===== src/rtl/sb_cfg_pkg.sv =====
// ============================================================================
// sb_cfg_pkg : shared types and defaults for the switch-box config loader
// Revision   : 1.0
// ============================================================================
`default_nettype none

package sb_cfg_pkg;

    // 5x7 track switch box
    localparam int c_CFG_W_DEFAULT = 35;

    typedef enum logic [1:0] {
        IDLE     = 2'd0,
        SHIFT    = 2'd1,
        COMMIT   = 2'd2,
        READBACK = 2'd3
    } sb_state_e;

endpackage

`default_nettype wire


===== src/rtl/sb_cfg_shift_reg.sv =====
// ============================================================================
// sb_cfg_shift_reg : shadow register with serial-in, parallel load, serial-out
// Revision         : 1.0
// ============================================================================
`default_nettype none

module sb_cfg_shift_reg
    import sb_cfg_pkg::*;
#(
    parameter int CFG_W = c_CFG_W_DEFAULT
) (
    input  logic             clk,
    input  logic             rst_n,
    input  logic             shift_in,
    input  logic             shift_in_bit,
    input  logic             load,
    input  logic [CFG_W-1:0] load_data,
    input  logic             shift_out,
    output logic [CFG_W-1:0] shadow,
    output logic             tap
);

    logic [CFG_W-1:0] r_shadow;

    always_ff @(posedge clk or negedge rst_n) begin
        if (!rst_n) begin
            r_shadow <= '0;
        end else if (load) begin
            r_shadow <= load_data;
        end else if (shift_in) begin
            r_shadow <= {shift_in_bit, r_shadow[CFG_W-1:1]};
        end else if (shift_out) begin
            r_shadow <= {1'b0, r_shadow[CFG_W-1:1]};
        end
    end

    assign shadow = r_shadow;
    assign tap    = r_shadow[0];

endmodule

`default_nettype wire


===== src/rtl/switch_box_config_loader.sv =====
// ============================================================================
// switch_box_config_loader : serial config load, atomic commit and readback
// Revision                 : 1.0
// ============================================================================
`default_nettype none

module switch_box_config_loader
    import sb_cfg_pkg::*;
#(
    parameter int CFG_W = c_CFG_W_DEFAULT,
    parameter int CNT_W = $clog2(CFG_W + 1)
) (
    input  logic             clk,
    input  logic             rst_n,
    input  logic             cfg_start,
    input  logic             cfg_abort,
    input  logic             cfg_in,
    input  logic             cfg_valid,
    output logic             cfg_ready,
    output logic             cfg_out,
    output logic [CFG_W-1:0] cfg_bits,
    output logic             cfg_done,
    input  logic             rb_start,
    output logic             rb_data,
    output logic             rb_valid,
    input  logic             rb_ready
);

    localparam logic [1:0]       c_IDLE     = 2'(IDLE);
    localparam logic [1:0]       c_SHIFT    = 2'(SHIFT);
    localparam logic [1:0]       c_COMMIT   = 2'(COMMIT);
    localparam logic [1:0]       c_READBACK = 2'(READBACK);
    localparam logic [CNT_W-1:0] c_LAST     = CNT_W'(CFG_W - 1);

    logic [1:0]       r_state;
    logic [CNT_W-1:0] r_count;
    logic [CFG_W-1:0] r_cfg_bits;
    logic             r_cfg_out;
    logic             r_cfg_done;

    logic [1:0]       w_state_nxt;
    logic [CNT_W-1:0] w_count_nxt;
    logic             w_shift_in;
    logic             w_load;
    logic             w_shift_out;
    logic             w_commit;
    logic             w_done_clr;
    logic [CFG_W-1:0] w_shadow;
    logic             w_tap;

    sb_cfg_shift_reg #(
        .CFG_W (CFG_W)
    ) u_shadow (
        .clk          (clk),
        .rst_n        (rst_n),
        .shift_in     (w_shift_in),
        .shift_in_bit (cfg_in),
        .load         (w_load),
        .load_data    (r_cfg_bits),
        .shift_out    (w_shift_out),
        .shadow       (w_shadow),
        .tap          (w_tap)
    );

    always_comb begin
        w_state_nxt = r_state;
        w_count_nxt = r_count;
        w_shift_in  = 1'b0;
        w_load      = 1'b0;
        w_shift_out = 1'b0;
        w_commit    = 1'b0;
        w_done_clr  = 1'b0;
        case (r_state)
            c_IDLE: begin
                if (cfg_start) begin
                    w_state_nxt = c_SHIFT;
                    w_count_nxt = '0;
                    w_done_clr  = 1'b1;
                end else if (rb_start) begin
                    w_state_nxt = c_READBACK;
                    w_count_nxt = '0;
                    w_load      = 1'b1;
                end
            end
            c_SHIFT: begin
                // abort wins over a same-cycle accept; that bit is dropped
                if (cfg_abort) begin
                    w_state_nxt = c_IDLE;
                end else if (cfg_valid) begin
                    w_shift_in = 1'b1;
                    if (r_count == c_LAST) begin
                        w_state_nxt = c_COMMIT;
                        w_count_nxt = '0;
                    end else begin
                        w_count_nxt = r_count + 1'b1;
                    end
                end
            end
            c_COMMIT: begin
                w_commit    = 1'b1;
                w_state_nxt = c_IDLE;
            end
            c_READBACK: begin
                if (cfg_start) begin
                    w_state_nxt = c_SHIFT;
                    w_count_nxt = '0;
                    w_done_clr  = 1'b1;
                end else if (rb_ready) begin
                    w_shift_out = 1'b1;
                    if (r_count == c_LAST) begin
                        w_state_nxt = c_IDLE;
                        w_count_nxt = '0;
                    end else begin
                        w_count_nxt = r_count + 1'b1;
                    end
                end
            end
            default: begin
                w_state_nxt = c_IDLE;
                w_count_nxt = '0;
            end
        endcase
    end

    always_ff @(posedge clk or negedge rst_n) begin
        if (!rst_n) begin
            r_state    <= c_IDLE;
            r_count    <= '0;
            r_cfg_bits <= '0;
            r_cfg_out  <= 1'b0;
            r_cfg_done <= 1'b0;
        end else begin
            r_state <= w_state_nxt;
            r_count <= w_count_nxt;
            if (w_shift_in) begin
                r_cfg_out <= w_tap;
            end
            // the only edge at which the routing fabric sees a new word
            if (w_commit) begin
                r_cfg_bits <= w_shadow;
                r_cfg_done <= 1'b1;
            end else if (w_done_clr) begin
                r_cfg_done <= 1'b0;
            end
        end
    end

    assign cfg_ready = (r_state == c_SHIFT);
    assign rb_valid  = (r_state == c_READBACK);
    assign rb_data   = w_tap;
    assign cfg_out   = r_cfg_out;
    assign cfg_bits  = r_cfg_bits;
    assign cfg_done  = r_cfg_done;

endmodule

`default_nettype wire


===== config.mk =====
export PLATFORM = sky130hd
export DESIGN_NAME = switch_box_config_loader
export DESIGN_NICKNAME = d
export VERILOG_FILES = /design/src/rtl/sb_cfg_pkg.sv /design/src/rtl/sb_cfg_shift_reg.sv /design/src/rtl/switch_box_config_loader.sv
export SDC_FILE = /design/constraint.sdc
export NUM_CORES = 1
export LEC_CHECK = 0
export CAP_MARGIN = 20
export CORE_MARGIN = 2
export CORE_UTILIZATION = 59
export CTS_BUF_LIST = sky130_fd_sc_hd__clkbuf_16
export DETAILED_ROUTE_END_ITERATION = 12
export HOLD_SLACK_MARGIN = 0.02
export PLACE_DENSITY = 0.85
export SETUP_SLACK_MARGIN = 0.2
export SYNTH_ARGS = -nofsm -noshare
export SYNTH_HDL_FRONTEND = slang
export SYNTH_SLANG_ARGS = --single-unit

===== constraint.sdc =====
create_clock -name clk -period 2.5 [get_ports clk]
set_clock_uncertainty 0.05 [all_clocks]
set_input_delay 0.5 -clock clk [delete_from_list [all_inputs] [get_ports clk]]
set_output_delay 0.5 -clock clk [all_outputs]
set_load 0.01 [all_outputs]

After elaboration in Yosys (flattened, before gate mapping):

Index checks and enable logic that the tools add are counted.

* memories: 0
* latch bits: 0
* memory bits (writable): 0
* register bits: 80
* memory bits (read-only): 0
* output and inout bits: 40

* bitwise gates (word level): 0
* reduce and logical (&&, ||, !) cells: 7
* $add $sub $neg: 1
* divide/modulo/power cells: 0
* multiplexer cells: 34
* order comparisons: 0
* multipliers: 0
* equality and inequality tests: 11
* shifts and indexed selects: 0

Operator list (count)
* $mux W35: 3
* $mux W6: 7
* $pmux W6 S3: 1
* $mux W2: 8
* $mux W1: 14
* $reduce_and A5 Y1: 2
* $ne A3 B2 Y1 const B: 3
* $pmux W2 S4: 1
* $add A6 B1 Y6 const B: 1
* $eq A6 B6 Y1 const B: 1
* $ne A3 B3 Y1 const B: 2
* $reduce_bool A3 Y1: 2
* $eq A2 B2 Y1 const B: 2
* $ne A2 B2 Y1 const B: 2
* $eq A2 B1 Y1 const B: 1
* $logic_not A2 Y1: 1
* $reduce_bool A2 Y1: 1
* $reduce_or A2 Y1: 1

Logic depth before layout (Yosys ltp):

* depth after elaboration: 6
* gate-level depth with buffers: 8
* depth with buffers taken out: 6

By module:

A second synthesis with hierarchy kept.

* cells, all modules: 303
* area, all modules: 3915.0 sq um

By module, submodules not included
* switch_box_config_loader: times used 1, area each 2018.2 sq um, cells each 137
* sb_cfg_shift_reg: times used 1, area each 1896.8 sq um, cells each 166

Worst setup path after synthesis:

OpenSTA, ideal clock, no wires.

* path kind: register to register
* start: register r_state[1]
* end: register r_state[1]
* arrival: 1524 ps
* buffers on the path: 0
* data required time: 2325 ps
* slack: 801 ps
* stages on the path, launching flop included: 7
* library setup time: 125 ps
* cells stage by stage: dfrtp_1 > inv_1 > ha_1 > nor3b_1 > nor3_2 > o21ai_2 > mux2_4

* longest elaborated chain between the ends: 3

Ends and longest elaborated chain
* from (decl): RTL line switch_box_config_loader.sv:35 `logic [1:0] r_state;`
* from (signal assigned): RTL line switch_box_config_loader.sv:127 `r_state <= c_IDLE;`
* from (signal assigned): RTL line switch_box_config_loader.sv:133 `r_state <= w_state_nxt;`
* $eq A2 B1 Y1 (*)
* net cfg_ready: RTL line switch_box_config_loader.sv:19 `output logic cfg_ready,`
* $ne A3 B2 Y1 (no line) or $ne A3 B3 Y1 (tied branches)
* $reduce_and A5 Y1 (no line)

The timed path passes the listed nets; every way through them passes the cells marked *.
A chain may end at the register's enable or synchronous reset.

Worst setup path after layout:

* start: register r_state[1]
* end: output cfg_ready

* longest elaborated chain between the ends: 1

Ends and longest elaborated chain
* $eq A2 B1 Y1: RTL line switch_box_config_loader.sv:148 `assign cfg_ready = (r_state == c_SHIFT);`
* to (decl): RTL line switch_box_config_loader.sv:19

No other way between the ends.

==> impl_metrics.csv <==
group,metric,value,unit
global_routing,antenna_found_initial,0,
detailed_routing,wl_met2,3.342,mm
place,place.gp.congestion,0.7501,
synthesis,synth_area,3608,um2
sta,period_minus_slack,2.219,ns
run,drv_cap,0,
global_routing,first_global_vias,2332,
synthesis,synth_edf_count,0,
sta,whs,0.1189,ns
place,port_buffers,47,
setup_path,arrival,1.67,ns
die,die_area,6758,um2
clock_network,numCtsBuffers,9,
detailed_routing,drt-wirelength-per-cell,16.07,um
layout,ff_latch_area,2002,um2
place,post-dp-hpwl,4.290,mm
layout,fin_nets,355,
setup_path,cp_top_family,"buffers and inverters",
die,rows,28,
synthesis,ys_ff_latch,80,
global_routing,grt_max_degree,70,
synthesis,synth_mux_area_share,21.91,%
sta,fmax,450.6,MHz
detailed_routing,drt_iter0_drc,115,
worst_hold_path,min_path_type,"in -> async",
clock_network,cts_tree,"done",
die,coreArea,5921,um2
detailed_routing,vias_per_cell,5.540,
synthesis,synth_top_family_by_area,"multiplexers",
detailed_routing,drcViolationCount,0,
global_routing,grt_usage,22.30,%
layout,finalNonFillerCells,420,
detailed_routing,drtAntennaViolNets,0,
setup_path,slowest_stage,"clkdlybuf4s50_1",
place,placed_cells,404,
sta,final-hold-violation-count,0,
synthesis,ys.flop_type,"dfrtp_1",
synthesis,synth-xor-area-share,0,%
setup_path,crit_buf_inv,2,
power,p_total,5.772,mW
synthesis,syn_avg_cell_area,12.36,um2
synthesis,ys_seq_area_share,55.48,%
clock_network,clk_pin_slew_worst_paths,0.05,ns
clock_network,clock_path_buffers,2,
synthesis,syn_nets,307,
sta,drv_slew,0,
synthesis,ys_types,33,
setup_path,worst_setup_path_start_kind,"register",
setup_path,cp-end-kind,"primary output",
synthesis,yosysWarnings,0,
setup_path,cp_max_fo,6,
detailed_routing,top_layer,"met4",
synthesis,synth-simple-area-share,8.183,%
synthesis,async_reset_ff_share,100.0,%
die,die_y,82.21,um
synthesis,syn_inst,292,
sta,slew_headroom,62.29,%
power,p_per_area,1294,nW/um2
place,dpl_cell_area,4154,um2
layout,multi_input_area,1491,um2
setup_path,cp_cell_sequence,"inv_1 > ha_2 > clkdlybuf4s50_1",
sta,finalSetupViolCount,0,
layout,fillers,384,
global_routing,grt_overflow,0,
setup_path,criticalPathCategory,"reg -> out",
clock_network,insertion_delay,0.33,ns
detailed_routing,routed_wl,6.749,mm
power,cellLeakagePower,1.916,nW
layout,area_growth,23.65,%
clock_network,clock_sinks,80,
global_routing,grt_pass1_wl,11.16,mm
synthesis,synth_compound_area_share,8.669,%
detailed_routing,routed-via-count,2327,
setup_path,r2r_start,"r_state[1]$_DFFE_PN0P_",
power,ir_drop,0.7766,mV
clock_network,root_buffer,"clkbuf_16",
layout,antenna_cells,0,
layout,fin_area,4462,um2
setup_path,cp_slowest_stage_delay,0.55,ns
layout,final_layout_size_suffix_gt1_share,18.55,%
detailed_routing,route.layer.met1.wl,3.129,mm
status,status,"completed",
die,initial_core_util,60.95,%
clock_network,cts-htree-levels,3,
setup_path,startpoint,"r_state[1]$_DFFE_PN0P_",
sta,rsz0062_at_grt,"no",
sta,min_period_over_period,88.76,%
detailed_routing,firstDrtPassIters,4,
sta,tightest_slew,0.5656,ns
die,die_w,82.21,um
sta,fin_tns_setup,0,ns
synthesis,synth-adder-area-share,2.427,%
die,pin_count,48,
detailed_routing,met3_length,184,um
setup_path,crit_required,1.95,ns
state kept, by name, summed over array words and instances (netlist names):
name / flops
cfg_done: 1
cfg_out: 1
r_state: 2
cfg_bits: 35
r_count: 6
u_shadow.shadow: 35
path summary, 6_finish.rpt:
kind,end,slack (ns),cells past startpoint
setup / recovery,cfg_ready,0.28,3
hold / removal,cfg_bits[29]$_DFFE_PN0P_,0.12,1
setup reg to reg,u_shadow.shadow[15]$_DFFE_PN0P_,0.56,7
hold reg to reg,cfg_done$_DFFE_PN0P_,0.45,1
max in group asynchronous,cfg_bits[2]$_DFFE_PN0P_,1.69,2
min in group clk,cfg_done$_DFFE_PN0P_,0.45,1
repair_timing:
| item | in CTS | in global routing |
|---|---|---|
| resized for setup | 0 | 1 |
| endpoints found under the setup margin | 0 | 1 |
| setup buffers | 0 | 0 |
| hold buffers | 0 | 0 |
worst register-to-register path, cell delays in order (launching register included):
cell and delay [ns]:
dfrtp_1 0.43, inv_1 0.12, ha_2 0.24, nand3b_1 0.25
nand3_4 0.18, buf_12 0.26, nor2_1 0.13, a21oi_1 0.18
through the flow:
step	utilization [%]	setup WS [ns]
floorplan	-	0.8007
global placement	70.16	0.4036
detailed placement	70.16	0.3111
CTS	75.32	0.2111
global route	75.36	0.2095
finish	75.36	0.2809
layout make-up:
type,count,area share [%]
clock buffer,9,5.048
clock inverter,7,1.795
inverter,7,0.5889
multi-input combinational,190,33.43
sequential,80,44.87
tap,75,2.103
timing repair buffer,52,12.17
where the power goes:
| part | internal [mW] | total [mW] | switching, mW |
|---|---|---|---|
| sequential | 1.83 | 2.25 | 0.422 |
| clock | 0.858 | 1.33 | 0.477 |
| combinational | 1.19 | 2.19 | 0.995 |
layout by cell type (no fill, tap or decap), types with 2 or more instances in the layout:
cell type | synthesis | final
clkdlybuf4s50_1 | 0 | 46
mux2i_1 | 37 | 37
nor2_1 | 34 | 34
a21oi_1 | 36 | 36
nand3b_1 | 4 | 4
nand2b_1 | 8 | 8
o21ai_0 | 3 | 3
inv_1 | 7 | 10
o2bb2ai_1 | 3 | 3
nor2b_1 | 2 | 2
ha_1 | 7 | 5
dfrtp_1 | 80 | 80
buf_4 | 4 | 3
bufinv_16 | 0 | 2
and3_1 | 2 | 2
clkbuf_16 | 0 | 9
ha_2 | 0 | 2
mux2_2 | 36 | 36
o211ai_1 | 3 | 3
buf_12 | 0 | 3
per-layer routing:
layer / vias up / GRT usage, %
met1: 1154 / 29.39
met4: 0 / 10.50
met2: 32 / 35.73
met5: - / 0
li1: 1133 / -
met3: 8 / 4.348
synth_stat cells, types with 3 or more instances:
library cell   n  share of area (%)
nor2_1        34                3.5
ha_1           7                2.4
dfrtp_1       80                 55
clkbuf_1       3               0.31
nand3b_1       4               0.83
buf_4          4               0.83
o211ai_1       3               0.62
mux2_2        36                 11
nand2b_1       8                1.4
buf_2          6               0.83
o21ai_0        3               0.42
a21oi_1       36                5.0
o2bb2ai_1      3               0.73
mux2i_1       37                 10
inv_1          7               0.73
logic make-up (layout without fill, tap and decap cells):
kind of cell             Yosys count  after routing
AO/OA/AOI/OAI                     52             52
adder cells (fa/ha/maj)            7              7
buffers and inverters             22             75
flip-flops                        80             80
multiplexers                      74             74
AND/OR/NAND/NOR                   57             57
Note: power is estimated with default switching activity, not from simulation.
